--- src/rtl/image_page_ctrl_pkg.sv ---
// Shared types and constants for the image page sequencer/arbiter.
// Holds the controller state encoding and the 3x3 window tap geometry.
package image_page_ctrl_pkg;

  typedef enum logic [2:0] {
    ST_EMPTY,
    ST_LOAD,
    ST_READY,
    ST_FETCH,
    ST_DRAIN
  } state_t;

  localparam int TAPS      = 9;
  localparam int TAP_LAST  = TAPS - 1;
  localparam int DEF_IMG_W = 64;
  localparam int DEF_IMG_H = 64;
  localparam int DEF_PIX_W = 8;
  localparam int PAD_VALUE = 0;

  // Row offset of tap k: taps 0-2 sit one row above the centre, 6-8 one below.
  function automatic logic signed [1:0] tap_dr(input logic [3:0] k);
    case (k)
      4'd0, 4'd1, 4'd2: tap_dr = -2'sd1;
      4'd3, 4'd4, 4'd5: tap_dr = 2'sd0;
      default:          tap_dr = 2'sd1;
    endcase
  endfunction

  function automatic logic signed [1:0] tap_dc(input logic [3:0] k);
    case (k)
      4'd0, 4'd3, 4'd6: tap_dc = -2'sd1;
      4'd1, 4'd4, 4'd7: tap_dc = 2'sd0;
      default:          tap_dc = 2'sd1;
    endcase
  endfunction

endpackage

--- src/rtl/image_page_ctrl_win_tap_addr.sv ---
// Maps (centre row, centre col, tap index) to a page RAM address.
// Padding taps report in_range=0 and a zero address.
module win_tap_addr
  import image_page_ctrl_pkg::*;
#(
  parameter int IMG_W     = DEF_IMG_W,
  parameter int IMG_H     = DEF_IMG_H,
  parameter int ADDR_W    = 13,
  parameter int BASE_ADDR = 0
) (
  input  logic [7:0]        row,
  input  logic [7:0]        col,
  input  logic [3:0]        k,
  output logic              in_range,
  output logic [ADDR_W-1:0] addr
);

  localparam logic signed [9:0] H_LIM = 10'(IMG_H);
  localparam logic signed [9:0] W_LIM = 10'(IMG_W);

  logic signed [1:0] dr;
  logic signed [1:0] dc;
  logic signed [9:0] r;
  logic signed [9:0] c;

  always_comb begin
    dr = tap_dr(k);
    dc = tap_dc(k);
    r  = $signed({2'b00, row}) + {{8{dr[1]}}, dr};
    c  = $signed({2'b00, col}) + {{8{dc[1]}}, dc};
    in_range = (r >= 10'sd0) && (r < H_LIM) && (c >= 10'sd0) && (c < W_LIM);
    addr = '0;
    if (in_range)
      addr = ADDR_W'(BASE_ADDR) + ADDR_W'(r[8:0]) * ADDR_W'(IMG_W) + ADDR_W'(c[8:0]);
  end

endmodule

--- src/rtl/image_page_ctrl.sv ---
// Page RAM sequencer: raster loader writes a page, then 3x3 zero-padded
// windows are read out tap by tap for the conv engine, one per 11 cycles.
module image_page_ctrl
  import image_page_ctrl_pkg::*;
#(
  parameter int IMG_W     = DEF_IMG_W,
  parameter int IMG_H     = DEF_IMG_H,
  parameter int ADDR_W    = 13,
  parameter int PIX_W     = DEF_PIX_W,
  parameter int BASE_ADDR = 0
) (
  input  logic                 clk,
  input  logic                 rst_n,
  input  logic                 load_start,
  input  logic                 load_valid,
  input  logic [PIX_W-1:0]     load_data,
  output logic                 load_ready,
  output logic                 load_done,
  input  logic                 fetch_req,
  input  logic [7:0]           fetch_row,
  input  logic [7:0]           fetch_col,
  output logic                 fetch_ack,
  output logic                 win_valid,
  output logic [9*PIX_W-1:0]   win_data,
  output logic [ADDR_W-1:0]    mem_addr,
  output logic                 mem_we,
  output logic [PIX_W-1:0]     mem_wdata,
  output logic                 mem_rd,
  input  logic [PIX_W-1:0]     mem_rdata,
  output logic                 busy
);

  localparam logic [ADDR_W-1:0] LAST_PIX = ADDR_W'(IMG_W * IMG_H - 1);
  localparam logic [PIX_W-1:0]  PAD      = PIX_W'(PAD_VALUE);

  state_t               state;
  logic [ADDR_W-1:0]    wptr;
  logic [3:0]           tap;
  logic [3:0]           cap_tap;
  logic                 cap_en;
  logic                 cap_rd;
  logic [7:0]           row_q;
  logic [7:0]           col_q;
  logic                 defer;
  logic [8*PIX_W-1:0]   acc;
  logic                 tap_in_range;
  logic [ADDR_W-1:0]    tap_addr;

  win_tap_addr #(
    .IMG_W     (IMG_W),
    .IMG_H     (IMG_H),
    .ADDR_W    (ADDR_W),
    .BASE_ADDR (BASE_ADDR)
  ) u_tap_addr (
    .row      (row_q),
    .col      (col_q),
    .k        (tap),
    .in_range (tap_in_range),
    .addr     (tap_addr)
  );

  always_comb begin
    load_ready = (state == ST_LOAD);
    mem_we     = load_valid & load_ready;
    mem_wdata  = load_ready ? load_data : '0;
    mem_rd     = (state == ST_FETCH) & tap_in_range;
    busy       = (state == ST_LOAD) || (state == ST_FETCH) || (state == ST_DRAIN);
    mem_addr   = '0;
    if (load_ready)
      mem_addr = ADDR_W'(BASE_ADDR) + wptr;
    else if (mem_rd)
      mem_addr = tap_addr;
  end

  always_ff @(posedge clk or negedge rst_n) begin
    if (!rst_n) begin
      state     <= ST_EMPTY;
      wptr      <= '0;
      tap       <= '0;
      cap_tap   <= '0;
      cap_en    <= 1'b0;
      cap_rd    <= 1'b0;
      row_q     <= '0;
      col_q     <= '0;
      defer     <= 1'b0;
      load_done <= 1'b0;
      fetch_ack <= 1'b0;
      win_valid <= 1'b0;
      acc       <= '0;
      win_data  <= '0;
    end else begin
      fetch_ack <= 1'b0;
      win_valid <= 1'b0;
      // Read data lags its tap slot by one cycle; remember which tap and
      // whether it was a real read so padding taps never sample the RAM bus.
      cap_en    <= (state == ST_FETCH);
      cap_tap   <= tap;
      cap_rd    <= mem_rd;
      if (cap_en && !cap_tap[3])
        acc[int'(cap_tap[2:0])*PIX_W +: PIX_W] <= cap_rd ? mem_rdata : PAD;

      case (state)
        ST_EMPTY: begin
          if (load_start) begin
            wptr  <= '0;
            state <= ST_LOAD;
          end
        end
        ST_LOAD: begin
          if (load_start) begin
            wptr <= '0;
          end else if (mem_we) begin
            if (wptr == LAST_PIX) begin
              wptr      <= '0;
              load_done <= 1'b1;
              state     <= ST_READY;
            end else begin
              wptr <= wptr + 1'b1;
            end
          end
        end
        ST_READY: begin
          if (load_start || defer) begin
            defer     <= 1'b0;
            load_done <= 1'b0;
            wptr      <= '0;
            state     <= ST_LOAD;
          end else if (fetch_req) begin
            row_q     <= fetch_row;
            col_q     <= fetch_col;
            tap       <= '0;
            fetch_ack <= 1'b1;
            state     <= ST_FETCH;
          end
        end
        ST_FETCH: begin
          if (load_start)
            defer <= 1'b1;
          if (tap == 4'(TAP_LAST)) begin
            tap   <= '0;
            state <= ST_DRAIN;
          end else begin
            tap <= tap + 1'b1;
          end
        end
        ST_DRAIN: begin
          if (load_start)
            defer <= 1'b1;
          win_data  <= {(cap_rd ? mem_rdata : PAD), acc};
          win_valid <= 1'b1;
          state     <= ST_READY;
        end
        default: state <= ST_EMPTY;
      endcase
    end
  end

endmodule

--- config.mk ---
export PLATFORM = sky130hd
export DESIGN_NAME = image_page_ctrl
export DESIGN_NICKNAME = d
export VERILOG_FILES = /design/src/rtl/image_page_ctrl_pkg.sv /design/src/rtl/image_page_ctrl_win_tap_addr.sv /design/src/rtl/image_page_ctrl.sv
export SDC_FILE = /design/constraint.sdc
export NUM_CORES = 1
export LEC_CHECK = 0
export ABC_CLOCK_PERIOD_IN_PS = 10800
export BUFFER_PORTS_ARGS = -buffer_cell sky130_fd_sc_hd__buf_2
export CORE_ASPECT_RATIO = 1.4
export CORE_MARGIN = 2
export CORE_UTILIZATION = 55
export DETAILED_ROUTE_END_ITERATION = 10
export PLACE_DENSITY_LB_ADDON = 0.05
export SYNTH_ARGS = -nofsm -noshare
export SYNTH_HDL_FRONTEND = slang
export SYNTH_HIERARCHICAL = 1
export SYNTH_SLANG_ARGS = --single-unit
--- constraint.sdc ---
create_clock -name clk -period 10.8 [get_ports clk]
set_input_delay 3.24 -clock clk [delete_from_list [all_inputs] [get_ports clk]]
set_output_delay 3.24 -clock clk [all_outputs]
set_load 0.005 [all_outputs]
==> impl_results.md <==
* Status: finished clean
* Crit path time final at 8017 ps
* DP Area at between 9000 and 10000 um^2
* Leak at 5.101 nW
* Netlist cell types at 68
* Fmax achieved at 124.7 MHz
* Crit start category: flip-flop
* CTS buffer count at 17
* Clock insertion delay at the later pin of the skew report at 430 ps
* Grt total ovfl at 0
* Vias per cell at about 5.4
* Crit. End Element: output port
* Port Buffers at 136
* Post-Syn Area at 8796 um^2
* FF+latch area at 4554 um^2
* Largest net degree at the start of global routing at 102
* Syn nets at 948
* Req. time, crit path at 7560 ps
* Clk slew on worst S/H paths at around 70 ps
* CTS tree: done
* Routed Antenna Nets at 0
* Root Buffer: clkbuf_16
* Nets at 1068
* Slew Limit Fails at 0
* Die width at 110.9 um
* Worst Skew at around 16 ps
* Final core occ at 64.77%
* Seq/Total Area, Yosys at a little over 50%
* Dpl ws at 3362 ps
* First-pass GRT wire length at about 33000 um
* Post-DR wirelength/cell at 16.12 um
* Synth Area in Compound Gates at 11.25%
* DRT iter0 DRCs at 482
* EDFF count, synth at 0
* Boundary pin count at 137
* Die height at 153.6 um
* Design area at a little over 10000 um^2
* Drt first pass iters at 4
* Register bit total from synthesis at 182
* Synth Area in Simple Gates at 20.34%
* Fillers at 1356
* Final worst slack at roughly 2800 ps
* Depth of the CTS H-tree at 4
* Worst min-delay path category: flip-flop to flip-flop
* Final hold vios at 0
* Slew HR at 25.09%
* Maximum vdd drop at 0.0001111 V
* PostCTS Resize Cnt at 0
* XOR/XNOR Fraction of Synth Area at between 1.5 and 2%
* CTS sink count at 182
* Core area at 15610 um^2
* Post-synth top flop: dfrtp_1
* Largest family of logic cells by synthesized area: simple AND/OR/NAND/NOR gates
* WP data arrival at 4780 ps
* Worst-Margin Slew at 1120 ps
* Max Cap Viol at 0
* Pwr per Cell Area at about 130 nW/um^2
* Ratio of cells with drive above 1 in the final layout at roughly 24%
* Synth area leaders: dfrtp_1 52%, nand2_1 9.4%, mux2_2 5.2%
* Initial Utilization at approximately 56%
* Crit-path max FO at 15
* Max Buffers Root-to-Sink at 2
* Mean post-synth cell area at approximately 10 um^2
* Antenna violations before repair at 0
* RSZ-0062 raised after global routing: false
* Mapped Cells at 880
* Post-CTS Hold Fix Bufs at 0
* Area of the multi-input gates at 3894 um^2
* Asr flop ratio synth at 100.0%
* Full die area at 17030 um^2
* FP Rows at 54
* Dominant cell type by area after synthesis: dfrtp_1
* Post-synthesis adder-cell area fraction at 4.666%
* Vias in the first global route at between 6000 and 7000
* Layout area overhead at 14.92%
* Mux share of post-synthesis cell area at under 10%
* Fin crit share at about 74%
* GRT Total Usage at 23.77%
* Synth Warn # at 6
* Final hold slack at 466.2 ps
* Routed WL at 19470 um
* # DRC at 0
* Antenna Cells at 0
* Setup TNS at 0 ps
* Crit path kind: flip-flop to output port
* Via count at 6536
* Dpl hpwl at between 10000 and 15000 um
* Routability congestion estimate at ~0.86
* Post CTS Setup Buffer Count at 0
* Yosys top cell area share at 51.78%
* Final setup vio count at 0
## cell usage after synthesis, types with 4 or more instances
master and number:
xnor2_1 9, ha_1 28, o21ai_0 59, a21o_1 6, mux2_2 41, mux2i_1 10, nor4_2 9, nand2b_1 7
and3_1 8, xor2_1 7, and2_1 9, nand2_1 220, nor2_1 33, o21ai_1 15, a22o_1 22, clkbuf_1 20
nor3_1 9, buf_2 19, nand3_1 28, o31ai_1 5, dfrtp_1 182, inv_1 38, nor2b_1 4, a21oi_1 18
nor4_1 4
## final cells by class
cell class | count | share of cell area [%]
clock inverters | 13 | 0.9902
repair buffers | 143 | 7.315
well taps | 196 | 2.426
clock buffers | 18 | 4.246
inverters | 39 | 1.448
multi-input cells | 617 | 38.52
flip-flops and latches | 182 | 45.06
## metrics by stage
step | instances | total power, mW
2_1_floorplan | 880 | 0.7361
3_3_place_gp | 1177 | 0.7728
3_5_place_dp | 1177 | 0.7741
4_1_cts | 1208 | 1.337
5_1_grt | 1208 | 1.374
6_report | 1208 | 1.322
## routing by layer
metal | vias to the layer above | GRT usage (%) | part of all wire (%)
met4 | 0 | 7.381 | 1.9
met1 | 3123 | 28.59 | 42
met2 | 140 | 43.21 | 53
met3 | 22 | 4.415 | 3.1
met5 | - | 0 | 0
li1 | 3251 | - | -
## cells by family (layout without fill, tap and decap cells)
logic type,count (synthesis),count (layout)
AND/OR/NAND/NOR,366,366
flip-flops,182,182
AO/OA/AOI/OAI,153,153
buffers and inverters,81,213
multiplexers,51,51
adder cells (fa/ha/maj),31,31
XOR/XNOR,16,16
## state kept, by name, summed over array words and instances (netlist names)
name / cells
acc: 64
cap_en: 1
cap_rd: 1
cap_tap: 4
col_q: 8
defer: 1
fetch_ack: 1
load_done: 1
row_q: 8
state: 3
tap: 4
win_data: 72
win_valid: 1
wptr: 13
## placed cells by master, fill, tap and decap left out, types with 8 or more instances in the layout
master,count
a21oi_1,18
a22o_1,22
and2_1,9
and3_1,8
buf_2,135
clkbuf_16,17
dfrtp_1,182
ha_1,28
inv_1,38
mux2_2,41
mux2i_1,10
nand2_1,219
nand3_1,28
nor2_1,33
nor3_1,9
nor4_2,9
o21ai_0,59
o21ai_1,15
xnor2_1,9
## worst max-delay path, stage by stage, from the launching register on
cell and delay, ps:
dfrtp_1 490, xor2_1 250, o22ai_1 130, nand2b_1 180
inv_1 190, ha_1 320, a21oi_1 230, nor2_1 90
o2111ai_1 200, o311ai_1 220, or4_1 860, nor3_1 250
and2_0 580, a22o_1 260, buf_2 110
## worst paths after layout
check	slack, ps	cells past startpoint	to	start
worst max-delay path	2780	14	mem_addr[5]	tap[2]
worst min-delay path	470	2	win_data[11]	win_data[11]
worst max register to register	6630	12	cap_rd	tap[2]
worst min register to register	470	2	win_data[11]	win_data[11]
max in group asynchronous	6340	2	defer	rst_n
min in group asynchronous	2910	1	win_data[6]	rst_n
## power breakdown
group / internal (mW) / total, mW / switching [mW]
Clock: 0.296 / 0.563 / 0.267
Sequential: 0.694 / 0.702 / 0.00841
Combinational: 0.0227 / 0.0579 / 0.0352
Power figures use the tool's default switching activity.
